==> config.mk <==
export PLATFORM = sky130hd
export DESIGN_NAME = apb4_cmd_master
export DESIGN_NICKNAME = d
export VERILOG_FILES = /design/src/rtl/apb_pkg.sv /design/src/rtl/apb_cmd_fifo.sv /design/src/rtl/apb4_cmd_master.sv
export SDC_FILE = /design/constraint.sdc
export NUM_CORES = 1
export LEC_CHECK = 0
export ABC_AREA = 1
export CORE_MARGIN = 3
export CORE_UTILIZATION = 54
export CTS_CLUSTER_DIAMETER = 150
export CTS_CLUSTER_SIZE = 24
export DETAILED_ROUTE_END_ITERATION = 7
export PLACE_DENSITY = 0.81
export SYNTH_ARGS = -nofsm -noshare
export SYNTH_HDL_FRONTEND = slang
export SYNTH_SLANG_ARGS = --single-unit
==> constraint.sdc <==
create_clock -name pclk -period 4.2 [get_ports pclk]
set_input_delay 0.63 -clock pclk [delete_from_list [all_inputs] [get_ports pclk]]
set_output_delay 0.63 -clock pclk [all_outputs]
set_load 0.005 [all_outputs]
==> src/rtl/apb_pkg.sv <==
// Shared definitions for the APB4 command master: FSM state encoding, PPROT bits, command packing width.
// Latency: none, constants and a pure helper function only.
// Backpressure: not applicable.
package apb_pkg;

  // Transfer phases of the APB4 requester.
  typedef enum logic [1:0] {
    ST_IDLE   = 2'd0,
    ST_SETUP  = 2'd1,
    ST_ACCESS = 2'd2
  } apb_state_t;

  // PPROT bit meanings: [0] privileged, [1] non-secure, [2] instruction fetch.
  localparam logic [2:0] PPROT_PRIV   = 3'b001;
  localparam logic [2:0] PPROT_NONSEC = 3'b010;
  localparam logic [2:0] PPROT_INSTR  = 3'b100;

  // Width of one queued command: {write, addr, wdata, strb, prot}.
  function automatic int cmd_width(input int addr_w, input int data_w);
    return 1 + addr_w + data_w + (data_w / 8) + 3;
  endfunction

endpackage

==> src/rtl/apb_cmd_fifo.sv <==
// Command queue between the command handshake and the APB FSM, DEPTH entries of WIDTH bits.
// Latency: a push is visible at the head one cycle later; pop data is read combinationally from the head.
// Backpressure: full is taken from the registered count only; a push while full or a pop while empty is ignored.
module apb_cmd_fifo #(
  parameter int DEPTH = 4,
  parameter int WIDTH = 8
) (
  input  logic                     pclk,
  input  logic                     presetn,
  input  logic                     push,
  input  logic [WIDTH-1:0]         push_dat,
  input  logic                     pop,
  output logic [WIDTH-1:0]         pop_dat,
  output logic                     full,
  output logic                     empty,
  output logic [$clog2(DEPTH):0]   count
);

  localparam int PTR_W = $clog2(DEPTH);
  localparam logic [PTR_W:0] FULL_CNT = (PTR_W + 1)'(DEPTH);

  logic [WIDTH-1:0] mem [DEPTH];
  logic [PTR_W-1:0] wr_ptr;
  logic [PTR_W-1:0] rd_ptr;
  logic             do_push;
  logic             do_pop;

  assign full    = (count == FULL_CNT);
  assign empty   = (count == '0);
  assign do_push = push & ~full;
  assign do_pop  = pop & ~empty;
  assign pop_dat = mem[rd_ptr];

  // Entry storage; contents need no reset because count gates every read.
  always_ff @(posedge pclk) begin
    if (do_push) begin
      mem[wr_ptr] <= push_dat;
    end
  end

  // Pointers wrap naturally at the power-of-two depth; simultaneous push and pop leave count unchanged.
  always_ff @(posedge pclk or negedge presetn) begin
    if (!presetn) begin
      wr_ptr <= '0;
      rd_ptr <= '0;
      count  <= '0;
    end else begin
      if (do_push) begin
        wr_ptr <= wr_ptr + 1'b1;
      end
      if (do_pop) begin
        rd_ptr <= rd_ptr + 1'b1;
      end
      case ({do_push, do_pop})
        2'b10:   count <= count + 1'b1;
        2'b01:   count <= count - 1'b1;
        default: count <= count;
      endcase
    end
  end

endmodule

==> src/rtl/apb4_cmd_master.sv <==
// APB4 requester: queues commands in a FIFO and runs them as SETUP/ACCESS transfers, one response per command.
// Latency: command accepted at edge N into an idle, empty block -> psel after N+1, penable after N+2, response after N+3 at zero wait.
// Backpressure: cmd_ready drops while the FIFO is full; responses are never stalled and come out in acceptance order.
module apb4_cmd_master
  import apb_pkg::*;
#(
  parameter int ADDR_W  = 16,
  parameter int DATA_W  = 32,
  parameter int DEPTH   = 4,
  parameter int TIMEOUT = 16
) (
  input  logic                pclk,
  input  logic                presetn,
  // command side
  input  logic                cmd_valid,
  output logic                cmd_ready,
  input  logic                cmd_write,
  input  logic [ADDR_W-1:0]   cmd_addr,
  input  logic [DATA_W-1:0]   cmd_wdata,
  input  logic [DATA_W/8-1:0] cmd_strb,
  input  logic [2:0]          cmd_prot,
  // response side
  output logic                rsp_valid,
  output logic [DATA_W-1:0]   rsp_rdata,
  output logic                rsp_err,
  output logic                rsp_timeout,
  output logic                busy,
  // APB4 requester
  output logic                psel,
  output logic                penable,
  output logic                pwrite,
  output logic [ADDR_W-1:0]   paddr,
  output logic [DATA_W-1:0]   pwdata,
  output logic [DATA_W/8-1:0] pstrb,
  output logic [2:0]          pprot,
  input  logic                pready,
  input  logic [DATA_W-1:0]   prdata,
  input  logic                pslverr
);

  localparam int STRB_W = DATA_W / 8;
  localparam int CMD_W  = cmd_width(ADDR_W, DATA_W);
  // One spare state above TIMEOUT lets the counter saturate without wrapping.
  localparam int TCNT_W = (TIMEOUT > 0) ? $clog2(TIMEOUT + 1) : 1;
  localparam logic [TCNT_W-1:0] TCNT_MAX = TCNT_W'(TIMEOUT);

  apb_state_t           state;
  apb_state_t           state_nxt;

  logic [CMD_W-1:0]     fifo_din;
  logic [CMD_W-1:0]     fifo_dout;
  logic                 fifo_full;
  logic                 fifo_empty;
  logic [$clog2(DEPTH):0] fifo_count;
  logic                 fifo_push;
  logic                 fifo_pop;

  logic                 h_write;
  logic [ADDR_W-1:0]    h_addr;
  logic [DATA_W-1:0]    h_wdata;
  logic [STRB_W-1:0]    h_strb;
  logic [2:0]           h_prot;

  logic                 load_head;
  logic                 xfer_end;
  logic                 psel_nxt;
  logic                 penable_nxt;
  logic [TCNT_W-1:0]    tcnt;
  logic [TCNT_W-1:0]    tcnt_nxt;
  logic                 rsp_valid_nxt;
  logic [DATA_W-1:0]    rsp_rdata_nxt;
  logic                 rsp_err_nxt;
  logic                 rsp_timeout_nxt;

  assign cmd_ready = ~fifo_full;
  assign fifo_push = cmd_valid & cmd_ready;
  assign fifo_din  = {cmd_write, cmd_addr, cmd_wdata, cmd_strb, cmd_prot};
  assign {h_write, h_addr, h_wdata, h_strb, h_prot} = fifo_dout;
  assign busy      = (fifo_count != '0) || (state != ST_IDLE);

  apb_cmd_fifo #(
    .DEPTH (DEPTH),
    .WIDTH (CMD_W)
  ) u_fifo (
    .pclk     (pclk),
    .presetn  (presetn),
    .push     (fifo_push),
    .push_dat (fifo_din),
    .pop      (fifo_pop),
    .pop_dat  (fifo_dout),
    .full     (fifo_full),
    .empty    (fifo_empty),
    .count    (fifo_count)
  );

  // Next state and next registered outputs; a completion or timeout chains straight into the next SETUP when work is queued.
  always_comb begin
    state_nxt       = state;
    fifo_pop        = 1'b0;
    load_head       = 1'b0;
    xfer_end        = 1'b0;
    psel_nxt        = psel;
    penable_nxt     = penable;
    tcnt_nxt        = tcnt;
    rsp_valid_nxt   = 1'b0;
    rsp_rdata_nxt   = '0;
    rsp_err_nxt     = 1'b0;
    rsp_timeout_nxt = 1'b0;

    case (state)
      ST_IDLE: begin
        if (!fifo_empty) begin
          fifo_pop    = 1'b1;
          load_head   = 1'b1;
          psel_nxt    = 1'b1;
          penable_nxt = 1'b0;
          tcnt_nxt    = '0;
          state_nxt   = ST_SETUP;
        end
      end

      ST_SETUP: begin
        penable_nxt = 1'b1;
        state_nxt   = ST_ACCESS;
      end

      ST_ACCESS: begin
        if (pready) begin
          // A real completion wins over a timeout landing on the same edge.
          xfer_end      = 1'b1;
          rsp_valid_nxt = 1'b1;
          rsp_err_nxt   = pslverr;
          rsp_rdata_nxt = pwrite ? '0 : prdata;
        end else if (TIMEOUT > 0) begin
          if (tcnt != TCNT_MAX) begin
            tcnt_nxt = tcnt + 1'b1;
          end
          if (tcnt_nxt == TCNT_MAX) begin
            xfer_end        = 1'b1;
            rsp_valid_nxt   = 1'b1;
            rsp_err_nxt     = 1'b1;
            rsp_timeout_nxt = 1'b1;
          end
        end

        if (xfer_end) begin
          if (!fifo_empty) begin
            fifo_pop    = 1'b1;
            load_head   = 1'b1;
            penable_nxt = 1'b0;
            tcnt_nxt    = '0;
            state_nxt   = ST_SETUP;
          end else begin
            psel_nxt    = 1'b0;
            penable_nxt = 1'b0;
            state_nxt   = ST_IDLE;
          end
        end
      end

      default: begin
        psel_nxt    = 1'b0;
        penable_nxt = 1'b0;
        state_nxt   = ST_IDLE;
      end
    endcase
  end

  // State, APB outputs, response pulse and timeout counter; reset aborts any transfer without a response.
  always_ff @(posedge pclk or negedge presetn) begin
    if (!presetn) begin
      state       <= ST_IDLE;
      psel        <= 1'b0;
      penable     <= 1'b0;
      pwrite      <= 1'b0;
      paddr       <= '0;
      pwdata      <= '0;
      pstrb       <= '0;
      pprot       <= '0;
      tcnt        <= '0;
      rsp_valid   <= 1'b0;
      rsp_rdata   <= '0;
      rsp_err     <= 1'b0;
      rsp_timeout <= 1'b0;
    end else begin
      state       <= state_nxt;
      psel        <= psel_nxt;
      penable     <= penable_nxt;
      tcnt        <= tcnt_nxt;
      rsp_valid   <= rsp_valid_nxt;
      rsp_rdata   <= rsp_rdata_nxt;
      rsp_err     <= rsp_err_nxt;
      rsp_timeout <= rsp_timeout_nxt;
      if (load_head) begin
        paddr  <= h_addr;
        pwrite <= h_write;
        pprot  <= h_prot;
        // Reads carry no byte lanes and leave pwdata where it was.
        pstrb  <= h_write ? h_strb : '0;
        if (h_write) begin
          pwdata <= h_wdata;
        end
      end
    end
  end

endmodule

==> flow_metrics.py <==
metrics = {
    "global_routing": {
        "busiest_layer": "met2",
        "met2_usage": 0.363,
        "grt_use_total": 0.215,
        "grt_max_degree": 91,
        "grt_util_met1": 0.290,
        "met3_usage": 0.0386,
        "grt_pass1_wl_um": 42500,
        "antenna_found_initial": 1,
        "overflow": 0,
        "grt_pass1_vias": 8093,
    },
    "layout": {
        "post-route-util": 0.669,
        "mostFrequentLayoutCells": "224 x edfxtp_1, 186 x clkdlybuf4s50_1, 185 x nand2_1",
        "final_layout_size_suffix_gt1_frac": 0.0471,
        "finalNonFillerCells": 1504,
        "final_nets": 1281,
        "stdcell_area_um2": 15200,
        "final_common_cell": "edfxtp_1",
        "nFillCells": 1605,
        "area_growth_pct": 21.1,
    },
    "drt": {
        "drt-pass1-iter-count": 7,
        "drc": 0,
        "drt_iter0_drc": 723,
        "postRouteAntennaNets": 0,
        "wire_per_inst_um": 18.4,
        "vias_per_cell": 5.51,
        "wl_um": 27600,
        "vias": 8283,
    },
    "clock_tree": {
        "h-tree-depth": 1,
        "ctsHoldBuffers": 0,
        "cts_tree": "done",
        "cts_buffers": 17,
        "postCtsSetupBuffers": 0,
        "clk_pin_slew_ps": 100,
        "post_cts_resize_count": 0,
        "cts_buffer_depth": 3,
        "clock-sinks": 330,
        "root_buffer": "clkbuf_16",
        "clk_latency_ps": 510,
    },
    "power_and_ir_drop": {
        "ir_worst_vdd_v": 0.000384,
        "power.internal_mw": 6.50,
        "clkPwrFrac": 0.170,
        "pwr-share-comb": 0.366,
        "p_leak_nw": 5.72,
        "pwr_density_cell_nw_per_um2": 663,
        "seq_power_share": 0.465,
        "swShare": 0.358,
        "power.switching_mw": 3.61,
    },
    "place": {
        "dp.cells": 1474,
        "place_congestion": 0.905,
        "placed_cell_area_um2": 14800,
        "dpl.hpwl_um": 16700,
        "port_buffers": 187,
    },
    "job": {
        "drv_cap": 0,
    },
    "die": {
        "core-area_um2": 22800,
        "ios": 188,
        "start_util": 0.553,
        "rows": 55,
        "die_w_um": 159,
        "die_h_um": 159,
        "die-area_um2": 25200,
    },
    "timing": {
        "holdWs_ps": 136,
        "fin_crit_sh": 0.770,
        "fmax_ghz": 0.309,
        "tns_ps": 0,
        "hold_viol_final": 0,
        "final-max-slew-violation-count": 0,
        "period_needed_ps": 3230,
        "finalSetupViolations": 0,
        "tightest_slew_ps": 906,
        "rsz0062_at_grt": "false",
        "finalClockSkew_ps": 19.8,
        "relSlewSlack": 0.396,
    },
    "synthesis": {
        "synth-warning-count": 0,
        "synth_cell_types": 31,
        "yosysSeqAreaShare": 0.745,
        "postSynthCellCount": 1018,
        "yosys_register_bits": 330,
        "syn-cell-area_um2": 12600,
        "avgSynthCellArea_um2": 12.4,
        "syn_nets": 1119,
    },
    "worst_setup_path": {
        "criticalPathCategory": "reg2reg",
        "end_kind": "register",
        "startpoint_type": "register",
        "worst_ep_arrival_time_ps": 3620,
        "worstPathRequired_ps": 4590,
        "crit_fanout": 33,
    },
    "hold_path": {
        "worstHoldPathType": "in2async",
    },
    "outcome": {
        "status": "completed",
    },
}
## power groups by stage
stage / sequential, mW / clock (mW) / combinational [mW]
detailed placement: 4.76 / 0 / 3.72
global route: 4.78 / 1.88 / 4.12
floorplan: 4.70 / 0 / 2.22
CTS: 4.70 / 1.76 / 3.73
global placement: 4.74 / 0 / 3.59
finish: 4.70 / 1.71 / 3.70
## through the flow
step	power [mW]	setup WS, ps
floorplan	6.92	573
global placement	8.33	779
detailed placement	8.48	722
CTS	10.2	991
global route	10.8	615
finish	10.1	966
## cells in the mapped netlist (all sizes together)
cell | instances | area [um2]
a21oi | 7 | 35.0
o21a | 1 | 7.51
nand3 | 13 | 95.1
nor2 | 160 | 606
or2 | 1 | 6.26
nor3 | 1 | 5.00
fa | 1 | 20.0
clkbuf | 38 | 143
dfrtp | 106 | 2650
buf | 23 | 135
nand2 | 186 | 706
o22ai | 56 | 357
xnor2 | 3 | 26.3
edfxtp | 224 | 6730
o21ai | 127 | 636
nand4 | 33 | 206
xor2 | 3 | 33.8
clkinv | 1 | 3.75
ha | 7 | 87.6
inv | 27 | 101
## per-layer routing
layer | vias up | wire length [um]
li1 | 3879 | -
met1 | 3985 | 11200
met2 | 385 | 13600
met3 | 32 | 2400
met4 | 2 | 400
met5 | - | 13
## worst paths after layout
check	from	to	slack, ps	cells after the start
worst max-delay path	tcnt[0]	u_fifo.count[2]	970	18
worst min-delay path	presetn	pstrb[0]	140	1
worst max register to register	tcnt[0]	u_fifo.count[2]	970	18
worst min register to register	pwdata[13]	pwdata[13]	480	2
max in group asynchronous	presetn	paddr[2]	3180	2
min in group pclk	pwdata[13]	pwdata[13]	480	2
## flip-flops by register name, summed over array words and instances (netlist names)
signal and flops:
rsp_err 1, pprot 3, rsp_rdata 32, psel 1
u_fifo.mem 224, u_fifo.count 3, rsp_valid 1, state 2
pwdata 32, u_fifo.wr_ptr 2, paddr 16, pstrb 4
tcnt 5, pwrite 1, u_fifo.rd_ptr 2, rsp_timeout 1
## kinds of logic (layout without fill, tap and decap cells)
logic type,Yosys count,count (layout),synth area share
flip-flops,330,330,0.745
AO/OA/AOI/OAI,191,191,0.0822
AND/OR/NAND/NOR,394,394,0.129
buffers and inverters,89,261,0.0304
other,0,1,0
XOR/XNOR,6,6,0.00477
adder cells (fa/ha/maj),8,8,0.00855
## final cells by class
type	instances	area [um2]	share of cell area
Sequential cell	330	9380	0.616
Multi-Input combinational cell	599	2870	0.188
Clock inverter	2	17.5	0.00115
Tap cell	313	392	0.0257
Inverter	28	106	0.00698
Clock buffer	27	463	0.0304
Antenna cell	1	2.50	0.000164
Timing Repair Buffer	204	2010	0.132
## critical path: stages, from the launching register on
cell and delay, ps:
dfrtp_1 430, inv_1 160, ha_1 160, nand2_1 50, inv_1 50, nand2_1 90, nand2_1 100, nand2_1 80
nor2_2 120, nand3_2 110, nand3_4 90, nand2_4 240, inv_2 390, ha_1 210, inv_1 70, fa_1 380
a21oi_1 140, o21ai_0 110, xnor2_1 130
(Power assumes the default switching activity.)
